### src/rtl/j_packer.sv
// j_packer: serial-to-SRAM packer.
//
// Reassembles an LSB-first 8-bit serial element stream into bytes and
// writes one image frame of (W+1)*(H+1) elements into a 9-bit activation
// SRAM. Each word is {zero_skip flag, data[7:0]}. A set flag means
// "this byte is followed by one zero", and that zero occupies no SRAM word.
//
// Build option:
//   J_PACKER_ZERO_SKIP_EN  defined     -> zero-skip encoding with a one-byte
//                                         pending register and a FLUSH state.
//                          not defined -> every byte is written as {0,b}.
//
// Ports:
//   clk, reset_n        clock, asynchronous active-low reset
//   serial_in           data bit, sampled when serial_in_en=1 during RECV
//   serial_in_en        bit-valid qualifier
//   pack_start          start pulse, honoured only in IDLE
//   pack_idle           high while idle
//   start_addr          first SRAM word address (latched at start)
//   img_width_size      image width minus 1 (latched at start)
//   img_height_size     image height minus 1 (latched at start)
//   sram_en, sram_we    one-cycle write strobe (always equal)
//   sram_addr           write address, start_addr + pack_len modulo 2^AW
//   sram_data           {zero_skip flag, data[7:0]}
//   pack_len            words written in the current/last frame
//
// state | meaning
// ------+-----------------------------------------------------------
// IDLE  | waiting for pack_start; pack_idle goes high one cycle after entry
// RECV  | assembling bytes and issuing writes
// FLUSH | writing the byte left in the pending register after the frame

module j_packer #(
  parameter int SRAM_DEPTH = 1024,
  localparam int AW = $clog2(SRAM_DEPTH)
) (
  input  logic          clk,
  input  logic          reset_n,
  input  logic          serial_in,
  input  logic          serial_in_en,
  input  logic          pack_start,
  output logic          pack_idle,
  input  logic [AW-1:0] start_addr,
  input  logic [AW-1:0] img_width_size,
  input  logic [AW-1:0] img_height_size,
  output logic          sram_en,
  output logic          sram_we,
  output logic [AW-1:0] sram_addr,
  output logic [8:0]    sram_data,
  output logic [AW-1:0] pack_len
);

  typedef enum logic [1:0] {IDLE, RECV, FLUSH} state_t;

  state_t        state;
  logic [2:0]    bitcnt;
  logic [6:0]    byte_q;     // first seven bits of the byte in flight
  logic [AW-1:0] base_q;
  logic [AW-1:0] wlast_q;
  logic [AW-1:0] hlast_q;
  logic [AW-1:0] col_q;
  logic [AW-1:0] row_q;

  logic          byte_done;
  logic [7:0]    byte_new;
  logic          last_byte;
  logic          wr_fire;
  logic [8:0]    wr_word;

`ifdef J_PACKER_ZERO_SKIP_EN
  logic [7:0]    pend_q;
  logic          pend_vld;
  logic          pend_next;
`endif

  // The 8th bit is taken straight from the input so the byte is usable on
  // the very edge that samples it.
  assign byte_done = (state == RECV) && serial_in_en && (bitcnt == 3'd7);
  assign byte_new  = {serial_in, byte_q};
  assign last_byte = (col_q == wlast_q) && (row_q == hlast_q);
  assign sram_we   = sram_en;

`ifdef J_PACKER_ZERO_SKIP_EN
  // A zero that meets a valid pending byte is folded into that byte's flag;
  // any other byte (including a zero after a folded zero) becomes pending.
  assign pend_next = !(pend_vld && (byte_new == 8'd0));
`endif

  always_comb begin
    wr_fire = 1'b0;
    wr_word = 9'd0;
`ifdef J_PACKER_ZERO_SKIP_EN
    if (byte_done && pend_vld) begin
      wr_fire = 1'b1;
      wr_word = {(byte_new == 8'd0), pend_q};
    end else if (state == FLUSH) begin
      wr_fire = 1'b1;
      wr_word = {1'b0, pend_q};
    end
`else
    if (byte_done) begin
      wr_fire = 1'b1;
      wr_word = {1'b0, byte_new};
    end
`endif
  end

  always_ff @(posedge clk or negedge reset_n) begin
    if (!reset_n) begin
      state     <= IDLE;
      pack_idle <= 1'b1;
      sram_en   <= 1'b0;
      sram_addr <= '0;
      sram_data <= 9'd0;
      pack_len  <= '0;
      bitcnt    <= 3'd0;
      byte_q    <= 7'd0;
      base_q    <= '0;
      wlast_q   <= '0;
      hlast_q   <= '0;
      col_q     <= '0;
      row_q     <= '0;
`ifdef J_PACKER_ZERO_SKIP_EN
      pend_q    <= 8'd0;
      pend_vld  <= 1'b0;
`endif
    end else begin
      sram_en <= wr_fire;
      if (wr_fire) begin
        sram_addr <= base_q + pack_len;
        sram_data <= wr_word;
        pack_len  <= pack_len + 1'b1;
      end

      case (state)
        IDLE: begin
          pack_idle <= 1'b1;
          if (pack_start) begin
            state     <= RECV;
            pack_idle <= 1'b0;
            base_q    <= start_addr;
            wlast_q   <= img_width_size;
            hlast_q   <= img_height_size;
            col_q     <= '0;
            row_q     <= '0;
            bitcnt    <= 3'd0;
            pack_len  <= '0;
`ifdef J_PACKER_ZERO_SKIP_EN
            pend_vld  <= 1'b0;
`endif
          end
        end

        RECV: begin
          if (serial_in_en) begin
            // Shifting in from the top leaves bit k at position k after
            // seven bits.
            byte_q <= {serial_in, byte_q[6:1]};
            bitcnt <= bitcnt + 3'd1;
          end
          if (byte_done) begin
            if (col_q == wlast_q) begin
              col_q <= '0;
              row_q <= row_q + 1'b1;
            end else begin
              col_q <= col_q + 1'b1;
            end
`ifdef J_PACKER_ZERO_SKIP_EN
            if (pend_next) begin
              pend_q   <= byte_new;
              pend_vld <= 1'b1;
            end else begin
              pend_vld <= 1'b0;
            end
            if (last_byte) begin
              state <= pend_next ? FLUSH : IDLE;
            end
`else
            if (last_byte) begin
              state <= IDLE;
            end
`endif
          end
        end

`ifdef J_PACKER_ZERO_SKIP_EN
        FLUSH: begin
          pend_vld <= 1'b0;
          state    <= IDLE;
        end
`endif

        default: state <= IDLE;
      endcase
    end
  end

endmodule

### config.mk
export PLATFORM = sky130hd
export DESIGN_NAME = j_packer
export DESIGN_NICKNAME = d
export VERILOG_FILES = /design/src/rtl/j_packer.sv
export SDC_FILE = /design/constraint.sdc
export NUM_CORES = 1
export LEC_CHECK = 0
export CAP_MARGIN = 10
export CORE_MARGIN = 10
export CORE_UTILIZATION = 25
export DETAILED_ROUTE_END_ITERATION = 16
export PLACE_DENSITY = 0.45
export SYNTH_ARGS = -nofsm -noshare
export SYNTH_HDL_FRONTEND = slang
export SYNTH_SLANG_ARGS = --single-unit
### constraint.sdc
create_clock -name clk -period 2.23 [get_ports clk]
set_input_delay 0.3345 -clock clk [delete_from_list [all_inputs] [get_ports clk]]
set_output_delay 0.3345 -clock clk [all_outputs]
set_load 0.05 [all_outputs]
==> out/metrics.cfg <==
[outcome]
outcome=finished clean

[timing]
holdWs_ns=0.477
fmax_mhz=487
maxSlewViolCount=0
final.setup_skew_ns=0.00611
finalCriticalPeriod_ns=2.05
fin_crit_sh_pct=92.1
fin_ws_ns=0.177
worst_pin_slew_ns=0.525
rsz0062_at_grt=false
final-hold-violation-count=0
setup_viol=0
max_slew_margin_pct=64.9

[route]
met3_length_microns=689
drt_pre_antenna_iters=4
highest_layer=met4
wl_microns=11900
post_drt_wl_per_cell_microns=14.8
route.detailed.drc=0
wl_met1_microns=5360
ant_nets=0
wl_met2_microns=5650
via_per_inst=4.65
drt_iter0_drc=240
vias=3721

[floorplan]
core_sq_um=18000
pin_count=67
rows=49
chipWidth_microns=155
die-area_sq_um=24000
fp.dieH_microns=155
initial_core_util_pct=25.3

[finish]
final_nets=617
design_area_sq_um=5910
layout-drive-gt1-share_pct=9.27
diodes=0
n_fill_cell=1851
fin_util_pct=32.9
area_growth_pct=29.9
multi_input_area_sq_um=2150
seqCellArea_sq_um=2280

[grt]
grt.overflow.total=0
grt_pass1_vias=3929
antenna_found_initial=0
grt_max_degree=44
grt_pass1_wl_microns=20300
grt_util_all_layers_pct=10.3

[cts]
cts_root_buf=clkbuf_16
cts_buffers=9
h-tree-depth=3
path_clk_slew_ns=0.07
post-cts-setup-buffers=0
cts_sinks=91
cts_tree=built
clock_latency_ns=0.35
cts.path.max_buffers=2

[logic_synthesis]
synth-seq-area-share_pct=50.1
syn_area_sq_um=4550
synth_compound_area_share_pct=11.9
muxShareOfSynthArea_pct=1.95
synthCells=492
synth_nets=542
avgSynthCellArea_sq_um=9.25
yosys_most_used_dff=dfrtp_1
synthAdderAreaFrac_pct=4.29
yosys_warnings=0
synthDistinctLibCells=52
synth-edff-count=0
synth_xor_area_share_pct=5.96
ys_async_sr_fraction_pct=100
synth_top_family_by_area=simple AND/OR/NAND/NOR gates
synth-seq-cells=91
yosys.area_share.simple_pct=22.8

[setup_path]
cp_num_buf_inv=1
cpPeakStageDelay_ns=0.81
cp_max_fo=2
ff2ff_setup_slack_ns=0.18
cp.required_ns=1.90
critical_path_depth=1
path_class=reg -> out
slowest_stage=clkdlybuf4s50_1
crit_family=buffers and inverters
arrival_ns=1.72
worstPathCellList=clkdlybuf4s50_1
rr_startpoint=col_q[6]
endpoint=pack_idle
cp-startpoint=pack_idle
start_kind=flip-flop
reg2regPathDepth=6
r2r-end=row_q[5]
endpoint_kind=output port

[power_and_ir_drop]
leakage_uw=0.00263
vdd_drop_max_mv=0.430
finalPower_uw=5610
power_density_nw_per_um2=949

[placed_design]
dpl-instance-area_sq_um=5600
dp_hpwl_microns=8600
routabilityCongestion=0.816
port_buffers=65
place_ws_ns=-0.00853

[min_path]
hold_class=reg -> reg

[run]
cap_viol_max_count=0

==> logic make-up (layout without fill, tap and decap cells) <==
logic type               count (synthesis)  after routing
AO/OA/AOI/OAI                           87             87
XOR/XNOR                                31             31
adder cells (fa/ha/maj)                 15             15
buffers and inverters                   32            112
flip-flops                              91             91
multiplexers                             8              8
other                                    1              1
AND/OR/NAND/NOR                        227            227
==> power breakdown <==
part	leakage (uW)	switching [uW]	total, uW	internal (uW)
Sequential	0.00115	216	2170	1960
Combinational	0.00134	1140	1840	703
Clock	0.000145	707	1590	887
==> layout make-up <==
cell class	count	area share [%]
inverters	9	0.571
repair buffers	87	14.4
flip-flops and latches	91	38.5
clock buffers	9	3.81
well taps	229	4.84
clock inverters	7	1.40
multi-input cells	369	36.4
==> registers in the layout, summed over array words and instances, names as in the netlist <==
name,count
base_q,10
bitcnt,3
byte_q,7
col_q,10
hlast_q,10
pack_idle,1
pack_len,10
row_q,10
sram_addr,10
sram_data,8
sram_en,1
state,1
wlast_q,10
==> routing by layer <==
| metal | global-route usage (%) | vias to the layer above |
|---|---|---|
| met1 | 12.7 | 1797 |
| li1 | - | 1840 |
| met5 | 0 | - |
| met2 | 16.9 | 74 |
| met4 | 3.64 | 0 |
| met3 | 2.84 | 10 |
==> worst min-delay path by stage <==
stage | from | end | slack (ns) | cells after the start
2_1_floorplan | reset_n | base_q[0] | 0.04 | 0
3_3_place_gp | reset_n | sram_addr[5] | 0.34 | 1
3_5_place_dp | reset_n | sram_addr[6] | 0.34 | 1
4_1_cts | sram_data[2] | sram_data[2] | 0.49 | 2
5_1_grt | byte_q[0] | sram_data[0] | 0.50 | 2
6_report | sram_data[6] | sram_data[6] | 0.48 | 2
==> per-stage QoR <==
step | TNS, ns | cells
finish | 0 | 801
global route | 0 | 801
CTS | 0 | 801
detailed placement | -0.0166 | 784
global placement | 0 | 784
floorplan | 0 | 492
==> cells in the final DEF, fill, tap and decap left out, types with 4 or more instances in the layout <==
cell             instances
nand2_1                147
dfrtp_1                 90
clkdlybuf4s50_1         64
a21oi_1                 23
xor2_1                  21
buf_4                   19
o21ai_0                 18
nor2_1                  15
ha_1                    14
nand3_1                 12
xnor2_1                 10
nand4_1                  9
o21ai_1                  9
clkbuf_16                9
inv_1                    8
or3_1                    7
mux2_2                   7
nor3_1                   6
or4_1                    5
o211ai_1                 5
and2_1                   4
o31ai_1                  4
o21a_1                   4
a211oi_1                 4
a32oi_1                  4
==> cell usage after synthesis, types with 3 or more instances <==
cell type / n / share of area [%]
and3_1: 3 / 0.41
nand3_1: 13 / 1.4
mux2_2: 7 / 1.7
dfrtp_1: 90 / 49
o31ai_1: 4 / 0.66
o21ai_0: 18 / 2.0
a31oi_1: 3 / 0.41
a32oi_1: 4 / 0.77
a211oi_1: 4 / 0.66
or4_1: 5 / 0.82
and2_1: 4 / 0.55
o21ai_1: 9 / 0.99
nor4_1: 3 / 0.41
buf_2: 3 / 0.33
o211ai_1: 5 / 0.82
xor2_1: 21 / 4.0
nand2_1: 147 / 12
a21oi_1: 23 / 2.5
nand4_1: 9 / 1.2
or3_1: 7 / 0.96
nor3b_1: 3 / 0.49
a21o_1: 3 / 0.49
ha_1: 14 / 3.8
o21a_1: 4 / 0.66
inv_1: 8 / 0.66
xnor2_1: 10 / 1.9
clkbuf_1: 16 / 1.3
nor3_1: 6 / 0.66
nor2_1: 16 / 1.3
==> worst min-delay path, delay by kind of cell (launching register included) <==
family	cells	cell delay, ns
and+or+nand+nor	2	0.11
DFF	1	0.34
==> repair_timing <==
item | in CTS | in global routing
endpoints found under the hold margin | 35 | 0
hold buffers | 1 | 0
endpoints found under the setup margin | 0 | 0
resized for setup | 0 | 0
Power figures use the tool's default switching activity.
